[src/rtl/mem_bus_adapter.sv]
// mem_bus_adapter: bridges the core's single-cycle-request data port onto a
// valid/ready request bus with a separate read-response channel. It stalls the
// core for the whole transaction, builds store lanes and extends load results,
// and aborts transactions that run longer than TIMEOUT_CYCLES.
module mem_bus_adapter #(
    parameter int unsigned TIMEOUT_CYCLES = 255
) (
    input  logic        clk,
    input  logic        reset,
    input  logic        MemReq,
    input  logic        MemWrite,
    input  logic [31:0] Adr,
    input  logic [31:0] WriteData,
    input  logic [2:0]  funct3,
    output logic [31:0] ReadData,
    output logic        Stall,
    output logic        AccessErr,
    output logic        TimeoutErr,
    output logic        bus_valid,
    input  logic        bus_ready,
    output logic        bus_we,
    output logic [31:0] bus_addr,
    output logic [31:0] bus_wdata,
    output logic [3:0]  bus_be,
    input  logic        bus_rvalid,
    input  logic [31:0] bus_rdata
);

    localparam int unsigned CW = (TIMEOUT_CYCLES < 2) ? 1 : $clog2(TIMEOUT_CYCLES + 1);
    localparam logic [CW-1:0] LAST_COUNT = CW'(TIMEOUT_CYCLES - 1);

    typedef enum logic [2:0] {
        IDLE,
        ADDR,
        RESP,
        DONE,
        ERR
    } state_t;

    state_t         r_state;
    state_t         w_next;

    logic [31:0]    r_adr;
    logic           r_we;
    logic [2:0]     r_funct3;
    logic [3:0]     r_be;
    logic [31:0]    r_wdata;
    logic [CW-1:0]  r_count;
    logic           r_errTimeout;
    logic [31:0]    r_readData;

    logic           w_illegal;
    logic [3:0]     w_be;
    logic [31:0]    w_wdata;
    logic           w_timeout;
    logic [15:0]    w_lane;
    logic [31:0]    w_loadData;

    // Decode the incoming request: legality, byte enables and replicated store data.
    always_comb begin
        w_illegal = 1'b0;
        w_be      = 4'b1111;
        w_wdata   = WriteData;
        case (funct3)
            3'b000, 3'b100: begin
                w_wdata = {4{WriteData[7:0]}};
                if (MemWrite) w_be = 4'b0001 << Adr[1:0];
            end
            3'b001, 3'b101: begin
                w_wdata = {2{WriteData[15:0]}};
                if (MemWrite) w_be = Adr[1] ? 4'b1100 : 4'b0011;
                if (Adr[0]) w_illegal = 1'b1;
            end
            3'b010: begin
                if (Adr[1:0] != 2'b00) w_illegal = 1'b1;
            end
            default: w_illegal = 1'b1;
        endcase
        if (MemWrite && funct3[2]) w_illegal = 1'b1;
    end

    // The transaction has used its last allowed cycle in ADDR/RESP.
    assign w_timeout = (r_count == LAST_COUNT);

    // Pick the addressed byte/halfword out of the response word; a halfword is
    // always aligned, so shifting by the byte offset serves both widths.
    assign w_lane = 16'(bus_rdata >> {r_adr[1:0], 3'b000});

    // Extend the selected lane according to the latched access width and sign.
    always_comb begin
        w_loadData = bus_rdata;
        case (r_funct3)
            3'b000:  w_loadData = {{24{w_lane[7]}}, w_lane[7:0]};
            3'b001:  w_loadData = {{16{w_lane[15]}}, w_lane};
            3'b100:  w_loadData = {24'b0, w_lane[7:0]};
            3'b101:  w_loadData = {16'b0, w_lane};
            default: w_loadData = bus_rdata;
        endcase
    end

    // Next-state logic; a handshake in the final allowed cycle still wins over the timeout.
    always_comb begin
        w_next = r_state;
        case (r_state)
            IDLE: begin
                if (MemReq) w_next = w_illegal ? ERR : ADDR;
            end
            ADDR: begin
                if (bus_ready)      w_next = r_we ? DONE : RESP;
                else if (w_timeout) w_next = ERR;
            end
            RESP: begin
                if (bus_rvalid)     w_next = DONE;
                else if (w_timeout) w_next = ERR;
            end
            DONE:    w_next = IDLE;
            ERR:     w_next = IDLE;
            default: w_next = IDLE;
        endcase
    end

    // State register plus request latching, timeout counting and load capture.
    always_ff @(posedge clk) begin
        if (reset) begin
            r_state      <= IDLE;
            r_adr        <= '0;
            r_we         <= 1'b0;
            r_funct3     <= '0;
            r_be         <= '0;
            r_wdata      <= '0;
            r_count      <= '0;
            r_errTimeout <= 1'b0;
            r_readData   <= '0;
        end else begin
            r_state <= w_next;
            case (r_state)
                IDLE: begin
                    if (MemReq) begin
                        r_adr        <= Adr;
                        r_we         <= MemWrite;
                        r_funct3     <= funct3;
                        r_be         <= w_be;
                        r_wdata      <= w_wdata;
                        r_count      <= '0;
                        r_errTimeout <= 1'b0;
                    end
                end
                ADDR, RESP: begin
                    r_count <= r_count + CW'(1);
                    if (w_next == ERR) r_errTimeout <= 1'b1;
                    if ((r_state == RESP) && bus_rvalid) r_readData <= w_loadData;
                end
                default: begin
                end
            endcase
        end
    end

    // Status toward the core and the bus; reset masks the request and error strobes at once.
    assign Stall      = MemReq && (r_state != DONE) && (r_state != ERR);
    assign bus_valid  = (r_state == ADDR) && !reset;
    assign AccessErr  = (r_state == ERR) && !r_errTimeout && !reset;
    assign TimeoutErr = (r_state == ERR) && r_errTimeout && !reset;
    assign bus_we     = r_we;
    assign bus_addr   = {r_adr[31:2], 2'b00};
    assign bus_wdata  = r_wdata;
    assign bus_be     = r_be;
    assign ReadData   = r_readData;

endmodule

[config.mk]
export PLATFORM = sky130hd
export DESIGN_NAME = mem_bus_adapter
export DESIGN_NICKNAME = d
export VERILOG_FILES = /design/src/rtl/mem_bus_adapter.sv
export SDC_FILE = /design/constraint.sdc
export NUM_CORES = 1
export LEC_CHECK = 0
export CAP_MARGIN = 20
export CORE_MARGIN = 2
export CORE_UTILIZATION = 44
export CTS_CLUSTER_DIAMETER = 100
export CTS_CLUSTER_SIZE = 30
export DETAILED_ROUTE_END_ITERATION = 12
export GPL_TIMING_DRIVEN = 0
export PLACE_DENSITY_LB_ADDON = 0.2
export SETUP_SLACK_MARGIN = 0.15
export SLEW_MARGIN = 20
export SYNTH_ARGS = -nofsm -noshare
export SYNTH_HDL_FRONTEND = slang
export SYNTH_SLANG_ARGS = --single-unit
[constraint.sdc]
create_clock -name clk -period 1.8 [get_ports clk]
set_input_delay 0.36 -clock clk [delete_from_list [all_inputs] [get_ports clk]]
set_output_delay 0.36 -clock clk [all_outputs]
set_load 0.02 [all_outputs]
==> impl_metrics.env, run 1 <==
export IMPL_status="finished, violations left"
export IMPL_violations="negative setup slack"
export IMPL_gp_congestion=0.8995
export IMPL_tightest_slew_ns=0.6827
export IMPL_place_ws_ns=-1.066
export IMPL_internal_power_w=0.005413
export IMPL_post_route_min_period_ns=1.810
export IMPL_worst_slack_ns=-0.009676
export IMPL_synth_seq_cells=116
export IMPL_grt_pass1_wl_mm=28.77
export IMPL_synth_edff_count=0
export IMPL_cts_buffers=17
export IMPL_row_count=40
export IMPL_rsz0062_at_grt="true"
export IMPL_die_y_um=115.6
export IMPL_synthDistinctLibCells=56
export IMPL_yosys_warnings=0
export IMPL_start_kind="flop"
export IMPL_cts_path_max_buffers=2
export IMPL_hold_start="bus_rdata[7]"
export IMPL_setup_viol=1
export IMPL_wirelength_mm=19.08
export IMPL_finalSetupTns_ns=-0.009676
export IMPL_critPathKind="flop to output pin"
export IMPL_ios=210
export IMPL_place_area_um2=7759
export IMPL_fin_util=0.7054
export IMPL_htree_levels=4
export IMPL_hold_class="input port to flop"
export IMPL_p_sw_frac=0.2769
export IMPL_fin_crit_sh=1.005
export IMPL_fmax_ghz=0.5526
export IMPL_die_w_um=115.6
export IMPL_setup_worst_path_start="r_state[2]$_SDFF_PP0_"
export IMPL_path_clk_slew_ns=0.05
export IMPL_clockPowerShare=0.412
export IMPL_cts_tree="built"
export IMPL_drv_cap=0
export IMPL_syn_avg_cell_area_um2=8.018
export IMPL_stdcell_area_um2=8508
export IMPL_irDropWorstVdd_v=0.0006239
export IMPL_routedWlPerCell_um=17.38
export IMPL_grt_usage=0.2792
export IMPL_place_port_buffers=206
export IMPL_seq_power_share=0.376
export IMPL_finClkSkew_ns=0.005779
export IMPL_reg2reg_from="r_adr[0]$_SDFFE_PP0P_"
export IMPL_dp_hpwl_mm=14.00
export IMPL_hold_buffers=0
export IMPL_syn_to_final_growth_pct=55.36
export IMPL_arrival_ns=1.45
export IMPL_first_iter_violations=400
export IMPL_synth_ff_type="dfxtp_1"
export IMPL_core_um2=12060
export IMPL_antenna_cells=0
export IMPL_syn_inst=683
export IMPL_cp_required_ns=1.44
export IMPL_cts_root_buffer="clkbuf_16"
export IMPL_end_kind="output pin"
export IMPL_initial_utilization=0.4540
export IMPL_slew_viol_final=0
export IMPL_synth_area_um2=5477
export IMPL_hold_viol_final=0
export IMPL_powerDensity_nw_per_um2=879.9
export IMPL_final_nets=1027
export IMPL_antenna_found_initial=0
export IMPL_drive_above_1_share=0.1645
export IMPL_dieArea_um2=13360
export IMPL_grt_max_degree=17
export IMPL_vias=5805
export IMPL_crit_fanout=6
export IMPL_power_frac_comb=0.212
export IMPL_worstSkewPairLatency_ns=0.41
export IMPL_first_global_vias=5618
export IMPL_p_leak_nw=3.690
export IMPL_firstDrtPassIters=5
export IMPL_drc=0
export IMPL_cts_sinks=116
export IMPL_ys_seq_area_frac=0.4240
export IMPL_via_per_inst=5.287
export IMPL_relSlewSlack=0.5449
export IMPL_ant_nets=0
export IMPL_power_switching_w=0.002073
export IMPL_async_reset_ff_frac=0
export IMPL_grt_overflow=0
-- worst paths after layout --
| kind | end | slack, ns | depth (start not counted) |
|---|---|---|---|
| worst max register to register | ReadData[10]$_SDFFE_PP0P_ | 0.12 | 4 |
| worst min register to register | bus_wdata[30]$_SDFFE_PP0P_ | 0.45 | 2 |
| worst min-delay path | ReadData[7]$_SDFFE_PP0P_ | 0.38 | 3 |
| worst max-delay path | AccessErr | -0.01 | 4 |
-- Yosys cell counts, types with 3 or more instances --
cell type	n	share of area
dfxtp_1	116	0.42
xor2_1	3	0.0048
a21oi_1	94	0.086
buf_1	3	0.0021
nand2_1	143	0.098
clkbuf_1	29	0.020
buf_4	36	0.049
a211oi_1	36	0.049
buf_2	16	0.015
o31ai_1	8	0.011
buf_6	3	0.0062
o21ai_0	29	0.027
a311oi_1	8	0.013
nand3b_1	7	0.0096
nand4_1	3	0.0034
nor2_1	56	0.038
mux2i_1	25	0.046
o2bb2ai_1	7	0.011
nand2b_1	14	0.016
or3_1	6	0.0069
nand3_1	3	0.0027
-- critical path: stages, from the launching register on --
cell	delay (ns)
dfxtp_2	0.32
buf_6	0.12
buf_6	0.12
nor4bb_4	0.30
buf_4	0.19
-- sequential cells by signal, summed over array words and instances (netlist names) --
register / count
ReadData: 32
bus_be: 4
bus_wdata: 32
bus_we: 1
r_adr: 32
r_count: 8
r_errTimeout: 1
r_funct3: 3
r_state: 3
-- metrics by stage --
step	power, W	hold WS (ns)	cells
2_1_floorplan	0.003685	0.4367	684
3_5_place_dp	0.004434	0.4483	1058
5_1_grt	0.007780	0.3926	1098
6_report	0.007486	0.3771	1098
3_3_place_gp	0.004413	0.4428	1058
4_1_cts	0.007453	0.4086	1094
-- per-layer routing --
layer  up-vias  global-route usage  share of wire
li1       2809                   -              -
met1      2673              0.3522           0.42
met2       284              0.4538           0.47
met3        39             0.08054          0.088
met4         0              0.1060          0.022
met5         -                   0              0
-- power by group through the flow --
| stage | combinational (W) | sequential, W | clock [W] |
|---|---|---|---|
| finish | 0.00158 | 0.00282 | 0.00308 |
| global route | 0.00170 | 0.00283 | 0.00325 |
| floorplan | 0.000730 | 0.00296 | 0 |
| detailed placement | 0.00157 | 0.00286 | 0 |
| CTS | 0.00153 | 0.00281 | 0.00311 |
| global placement | 0.00155 | 0.00286 | 0 |
-- cell usage in the layout (no fill, tap or decap), types with 5 or more instances in the layout --
cell               n
o21ai_0           29
a211oi_1          29
buf_4             51
dlygate4sd2_1    101
nor2_1            53
o2bb2ai_1          7
nand2_1          143
nand2b_1          13
clkbuf_4           5
a311oi_1           8
buf_6             10
a211oi_2           7
clkbuf_1          22
dfxtp_1          113
clkdlybuf4s50_1   97
buf_2              8
o31ai_1            7
nand3b_1           7
clkbuf_2           9
a21oi_2            8
a21oi_1           84
clkbuf_16         17
mux2i_1           25
-- cell type report --
class / count / area [µm²]
Tap cell: 168 / 210.2
Clock buffer: 24 / 481.7
Timing Repair Buffer: 218 / 2033
Clock inverter: 5 / 52.55
Inverter: 3 / 11.26
Fill cell: 971 / 3553
Multi-Input combinational cell: 478 / 2818
Sequential cell: 116 / 2326
Buffer: 86 / 575.6
-- kinds of logic after synthesis --
group           after synthesis  share of synthesized area
compound gates              194                     0.2157
buf+inv                      90                    0.09413
other cells                   1                  0.0006847
xor+xnor                      3                   0.004799
flops                       116                     0.4240
simple gates                251                     0.2063
mux                          26                    0.04981
fa+ha+maj                     2                   0.004569
-- what timing repair did --
action / in CTS / in global routing
setup buffers: 6 / 5
cloned: 1 / 0
pin swaps: 4 / 15
resized for setup: 149 / 66
endpoints found under the setup margin: 152 / 112
No activity file was read; power rests on OpenSTA's default activity.
==> inputs of run 2 (changes only) <==
SKIP_CTS_REPAIR_TIMING = 1   (was default)
==> impl_metrics.env, run 2 (synthesis gave the netlist of run 1 again) <==
export IMPL_grt_overflow=0
export IMPL_cts_tree="built"
export IMPL_gp_congestion=0.8995
export IMPL_r2r_slack_ns=0.09
export IMPL_place_port_buffers=206
export IMPL_fin_crit_sh=1.030
export IMPL_die_w_um=115.6
export IMPL_hold_depth=3
export IMPL_r2r_end="ReadData[30]$_SDFFE_PP0P_"
export IMPL_die_y_um=115.6
export IMPL_final_nets=1024
export IMPL_routedWlPerCell_um=17.62
export IMPL_whs_endpoint="ReadData[7]$_SDFFE_PP0P_"
export IMPL_place_inst=1058
export IMPL_crit_fanout=8
export IMPL_fin_total_pwr_w=0.007597
export IMPL_initial_utilization=0.4540
export IMPL_hold_viol_final=0
export IMPL_arrival_ns=1.49
export IMPL_worstSkewPairLatency_ns=0.41
export IMPL_first_iter_violations=423
export IMPL_core_um2=12060
export IMPL_hold_start="bus_rdata[7]"
export IMPL_cp_required_ns=1.44
export IMPL_slew_viol_final=0
export IMPL_first_global_vias=5579
export IMPL_p_leak_nw=4.973
export IMPL_top_usage_layer="met2"
export IMPL_via_per_inst=5.369
export IMPL_grt_pass1_wl_mm=28.46
export IMPL_use_met3=0.08107
export IMPL_syn_to_final_growth_pct=63.49
export IMPL_grt_met1_usage=0.3467
export IMPL_drc=0
export IMPL_path_clk_slew_ns=0.05
export IMPL_layout_common_cells="143 x nand2_1, 113 x dfxtp_1, 105 x dlymetal6s2s_1, 97 x clkdlybuf4s50_1, 87 x a21oi_1"
export IMPL_violations="negative setup slack"
export IMPL_antenna_cells=0
export IMPL_relSlewSlack=0.5140
export IMPL_hold_class="input port to flop"
export IMPL_hold_ws_ns=0.3743
export IMPL_end_kind="output pin"
export IMPL_dieArea_um2=13360
export IMPL_ant_nets=0
export IMPL_reg2reg_from="r_adr[0]$_SDFFE_PP0P_"
export IMPL_fmax_ghz=0.5395
export IMPL_post_route_min_period_ns=1.853
export IMPL_setup_viol=1
export IMPL_gr_usage_met2=0.4522
export IMPL_firstDrtPassIters=5
export IMPL_start_kind="flop"
export IMPL_grt_usage=0.2757
export IMPL_vias=5879
export IMPL_critPathKind="flop to output pin"
export IMPL_instances_no_fill=1095
export IMPL_reg2reg_depth=5
export IMPL_status="finished, violations left"
export IMPL_drive_above_1_share=0.1694
export IMPL_drv_cap=0
export IMPL_cts_root_buffer="clkbuf_16"
export IMPL_antenna_found_initial=0
export IMPL_cts_buffers=17
export IMPL_multiInputGateArea_um2=2870
export IMPL_rsz0062_at_grt="true"
export IMPL_powerDensity_nw_per_um2=848.5
export IMPL_htree_levels=4
export IMPL_seq_area_um2=2326
export IMPL_cts_path_max_buffers=2
export IMPL_layout_commonest_cell="nand2_1"
export IMPL_cts_sinks=116
export IMPL_dp_hpwl_mm=14.00
export IMPL_irDropWorstVdd_v=0.0006025
export IMPL_place_ws_ns=-1.066
export IMPL_grt_max_degree=17
export IMPL_fillers=891
export IMPL_wirelength_mm=19.30
export IMPL_ios=210
export IMPL_row_count=40
export IMPL_finClkSkew_ns=0.006285
export IMPL_tightest_slew_ns=0.7290
export IMPL_worst_slack_ns=-0.05345
## run 2: cell types whose count changed in the layout (fill, tap and decap cells not counted), moves of 3 or more
cell            previous run  this run
dlymetal6s2s_1             3       105
a211oi_1                  29        17
a21oi_1                   84        87
dlygate4sd2_1            101         0
buf_4                     51        43
a211oi_2                   7        19
a21oi_2                    8         5
## run 2: final cells by class
| type | instances | share of cell area |
|---|---|---|
| flip-flops and latches | 116 | 0.2598 |
| inverters | 3 | 0.001258 |
| repair buffers | 215 | 0.2700 |
| plain buffers | 86 | 0.06526 |
| multi-input cells | 478 | 0.3206 |
| clock inverters | 5 | 0.005869 |
| clock buffers | 24 | 0.05380 |
| well taps | 168 | 0.02348 |
## run 2: worst max-delay path, cell delays in order (launching register included)
cell and delay (ns):
dfxtp_2 0.34, buf_8 0.14, buf_8 0.12, nor4bb_4 0.29, buf_4 0.19
## run 2: stage by stage
stage	TNS [ns]	util	area (µm²)
CTS	-3.623	0.6876	8293
global placement	-26.59	0.6433	7759
global route	-0.1868	0.7423	8954
detailed placement	-29.92	0.6433	7759
floorplan	0	-	5487
finish	-0.05345	0.7423	8954
## run 2: worst max-delay path by stage
stage | slack (ns) | endpoint | startpoint | cells after the start
global route | -0.15 | AccessErr | r_state[2]$_SDFF_PP0_ | 4
detailed placement | -1.07 | bus_valid | reset | 5
floorplan | 0.19 | bus_valid | reset | 3
finish | -0.05 | AccessErr | r_state[2]$_SDFF_PP0_ | 4
CTS | -1.07 | bus_valid | reset | 5
global placement | -1.07 | bus_valid | reset | 5
## run 2: power breakdown
group	total [W]	switching, W	internal [W]
Combinational	0.00169	0.000891	0.000797
Clock	0.00309	0.00112	0.00197
Sequential	0.00282	0.0000894	0.00273
Total	0.00760	0.00210	0.00550
## run 2: per-layer routing
metal  share of wire  wire [µm]  vias up
li1                -          -     2802
met1            0.42       8055     2763
met2            0.48       9196      278
met3           0.083       1594       36
met4           0.023        452        0
met5               0          0        -
==> inputs of run 3 (changes only) <==
CORE_UTILIZATION = 45   (was 44)
DONT_BUFFER_PORTS = 1   (was default)
==> impl_metrics.env, run 3 (synthesis gave the netlist of run 1 again) <==
export IMPL_path_clk_slew_ns=0.05
export IMPL_cp_required_ns=1.44
export IMPL_grt_overflow=0
export IMPL_critical_path_buf_inv_count=2
export IMPL_p_leak_nw=2.457
export IMPL_antenna_cells=0
export IMPL_finClkSkew_ns=0.009883
export IMPL_path_delay_family="simple AND/OR/NAND/NOR gates"
export IMPL_drv_cap=0
export IMPL_start_kind="flop"
export IMPL_hold_class="input port to flop"
export IMPL_initial_utilization=0.4578
export IMPL_final_nets=816
export IMPL_path_cells="buf_6 -> buf_8 -> nor4bb_4"
export IMPL_dp_hpwl_mm=12.18
export IMPL_powerDensity_nw_per_um2=1105
export IMPL_end_kind="output pin"
export IMPL_place_port_buffers=0
export IMPL_grt_usage=0.2510
export IMPL_syn_to_final_growth_pct=19.21
export IMPL_relSlewSlack=0.5685
export IMPL_first_global_vias=4735
export IMPL_ios=210
export IMPL_fillers=1112
export IMPL_first_iter_violations=365
export IMPL_routedWlPerCell_um=19.19
export IMPL_htree_levels=4
export IMPL_max_stage_delay_ns=0.42
export IMPL_crit_fanout=5
export IMPL_worstSkewPairLatency_ns=0.41
export IMPL_rsz0062_at_grt="true"
export IMPL_hold_viol_final=0
export IMPL_status="finished, final reports clean"
export IMPL_drive_above_1_share=0.1969
export IMPL_fin_crit_sh=0.9593
export IMPL_gp_congestion=0.8734
export IMPL_row_count=40
export IMPL_fmax_ghz=0.5791
export IMPL_irDropWorstVdd_v=0.0005351
export IMPL_arrival_ns=1.37
export IMPL_tightest_slew_ns=0.6472
export IMPL_layout_commonest_cell="nand2_1"
export IMPL_post_route_min_period_ns=1.727
export IMPL_worst_slack_ns=0.07328
export IMPL_core_um2=11960
export IMPL_top_usage_layer="met2"
export IMPL_setup_viol=0
export IMPL_grt_met1_usage=0.3194
export IMPL_use_met3=0.08999
export IMPL_die_w_um=114.3
export IMPL_via_per_inst=5.772
export IMPL_cts_sinks=116
export IMPL_cts_path_max_buffers=2
export IMPL_firstDrtPassIters=5
export IMPL_critPathKind="flop to output pin"
export IMPL_vias=5010
export IMPL_slew_viol_final=0
export IMPL_place_ws_ns=-0.3469
export IMPL_gr_usage_met2=0.4004
export IMPL_drc=0
export IMPL_antenna_found_initial=0
export IMPL_cpMaxStageDelayCell="nor4bb_4"
export IMPL_cts_root_buffer="clkbuf_16"
export IMPL_layout_common_cells="143 x nand2_1, 114 x dfxtp_1, 87 x a21oi_1, 54 x nor2_1, 42 x buf_4"
export IMPL_grt_pass1_wl_mm=25.44
export IMPL_ant_nets=0
export IMPL_die_y_um=114.3
export IMPL_cts_tree="built"
export IMPL_dieArea_um2=13070
export IMPL_hold_ws_ns=0.08368
export IMPL_grt_max_degree=17
export IMPL_wirelength_mm=16.66
export IMPL_cts_buffers=17
==> run 3: cell types whose count changed in the layout (fill, tap and decap cells not counted), moves of 4 or more <==
cell / before / now
buf_6: 12 / 8
clkdlybuf4s50_1: 97 / 0
dlymetal6s2s_1: 105 / 0
a211oi_1: 17 / 26
clkinvlp_4: 1 / 5
a211oi_2: 19 / 10
==> run 3: routing by layer <==
layer  share of wire  wire [µm]
met5               0          0
met1            0.42       7054
met4           0.018        293
met2            0.47       7753
met3           0.093       1552
==> run 3: path summary, 6_finish.rpt <==
kind,from,endpoint,slack (ns),cells past startpoint
max,r_state[2]$_SDFF_PP0_,AccessErr,0.07,3
min reg2reg,r_adr[30]$_SDFFE_PP0P_,r_adr[30]$_SDFFE_PP0P_,0.45,2
min,Adr[4],r_adr[4]$_SDFFE_PP0P_,0.08,2
max reg2reg,r_adr[0]$_SDFFE_PP0P_,ReadData[10]$_SDFFE_PP0P_,0.14,4
==> run 3: worst register-to-register path: cells and delay by family (launching register included) <==
| family | cells | cell delay [ns] |
|---|---|---|
| compound gates | 3 | 0.61 |
| mux | 1 | 0.55 |
| flops | 1 | 0.34 |
==> run 3: where the power goes <==
group,switching [W],total [W],leakage (nW),internal (W)
sequential,0.000215,0.00294,0.949,0.00273
combinational,0.000621,0.00101,1.24,0.000390
clock,0.00117,0.00326,0.268,0.00209
==> run 3: per-stage QoR <==
step | TNS (ns) | instance area [µm²] | power, W | instances | util
final | 0 | 6529 | 0.007213 | 868 | 0.5458
after global routing | 0 | 6529 | 0.007495 | 868 | 0.5458
after global placement | -0.3364 | 5670 | 0.003882 | 831 | 0.4741
after floorplan | 0 | 5487 | 0.003685 | 684 | -
after CTS | -1.406 | 6240 | 0.007153 | 862 | 0.5217
after detailed placement | -0.5997 | 5670 | 0.003912 | 831 | 0.4741
==> run 3: cell type report <==
| type | instances | area [µm²] | share of cell area |
|---|---|---|---|
| Buffer | 86 | 563.0 | 0.08624 |
| Multi-Input combinational cell | 478 | 2800 | 0.4289 |
| Clock buffer | 22 | 464.2 | 0.07110 |
| Tap cell | 147 | 183.9 | 0.02817 |
| Inverter | 3 | 15.01 | 0.002300 |
| Sequential cell | 116 | 2325 | 0.3561 |
| Timing Repair Buffer | 7 | 72.57 | 0.01112 |
| Clock inverter | 9 | 105.1 | 0.01610 |
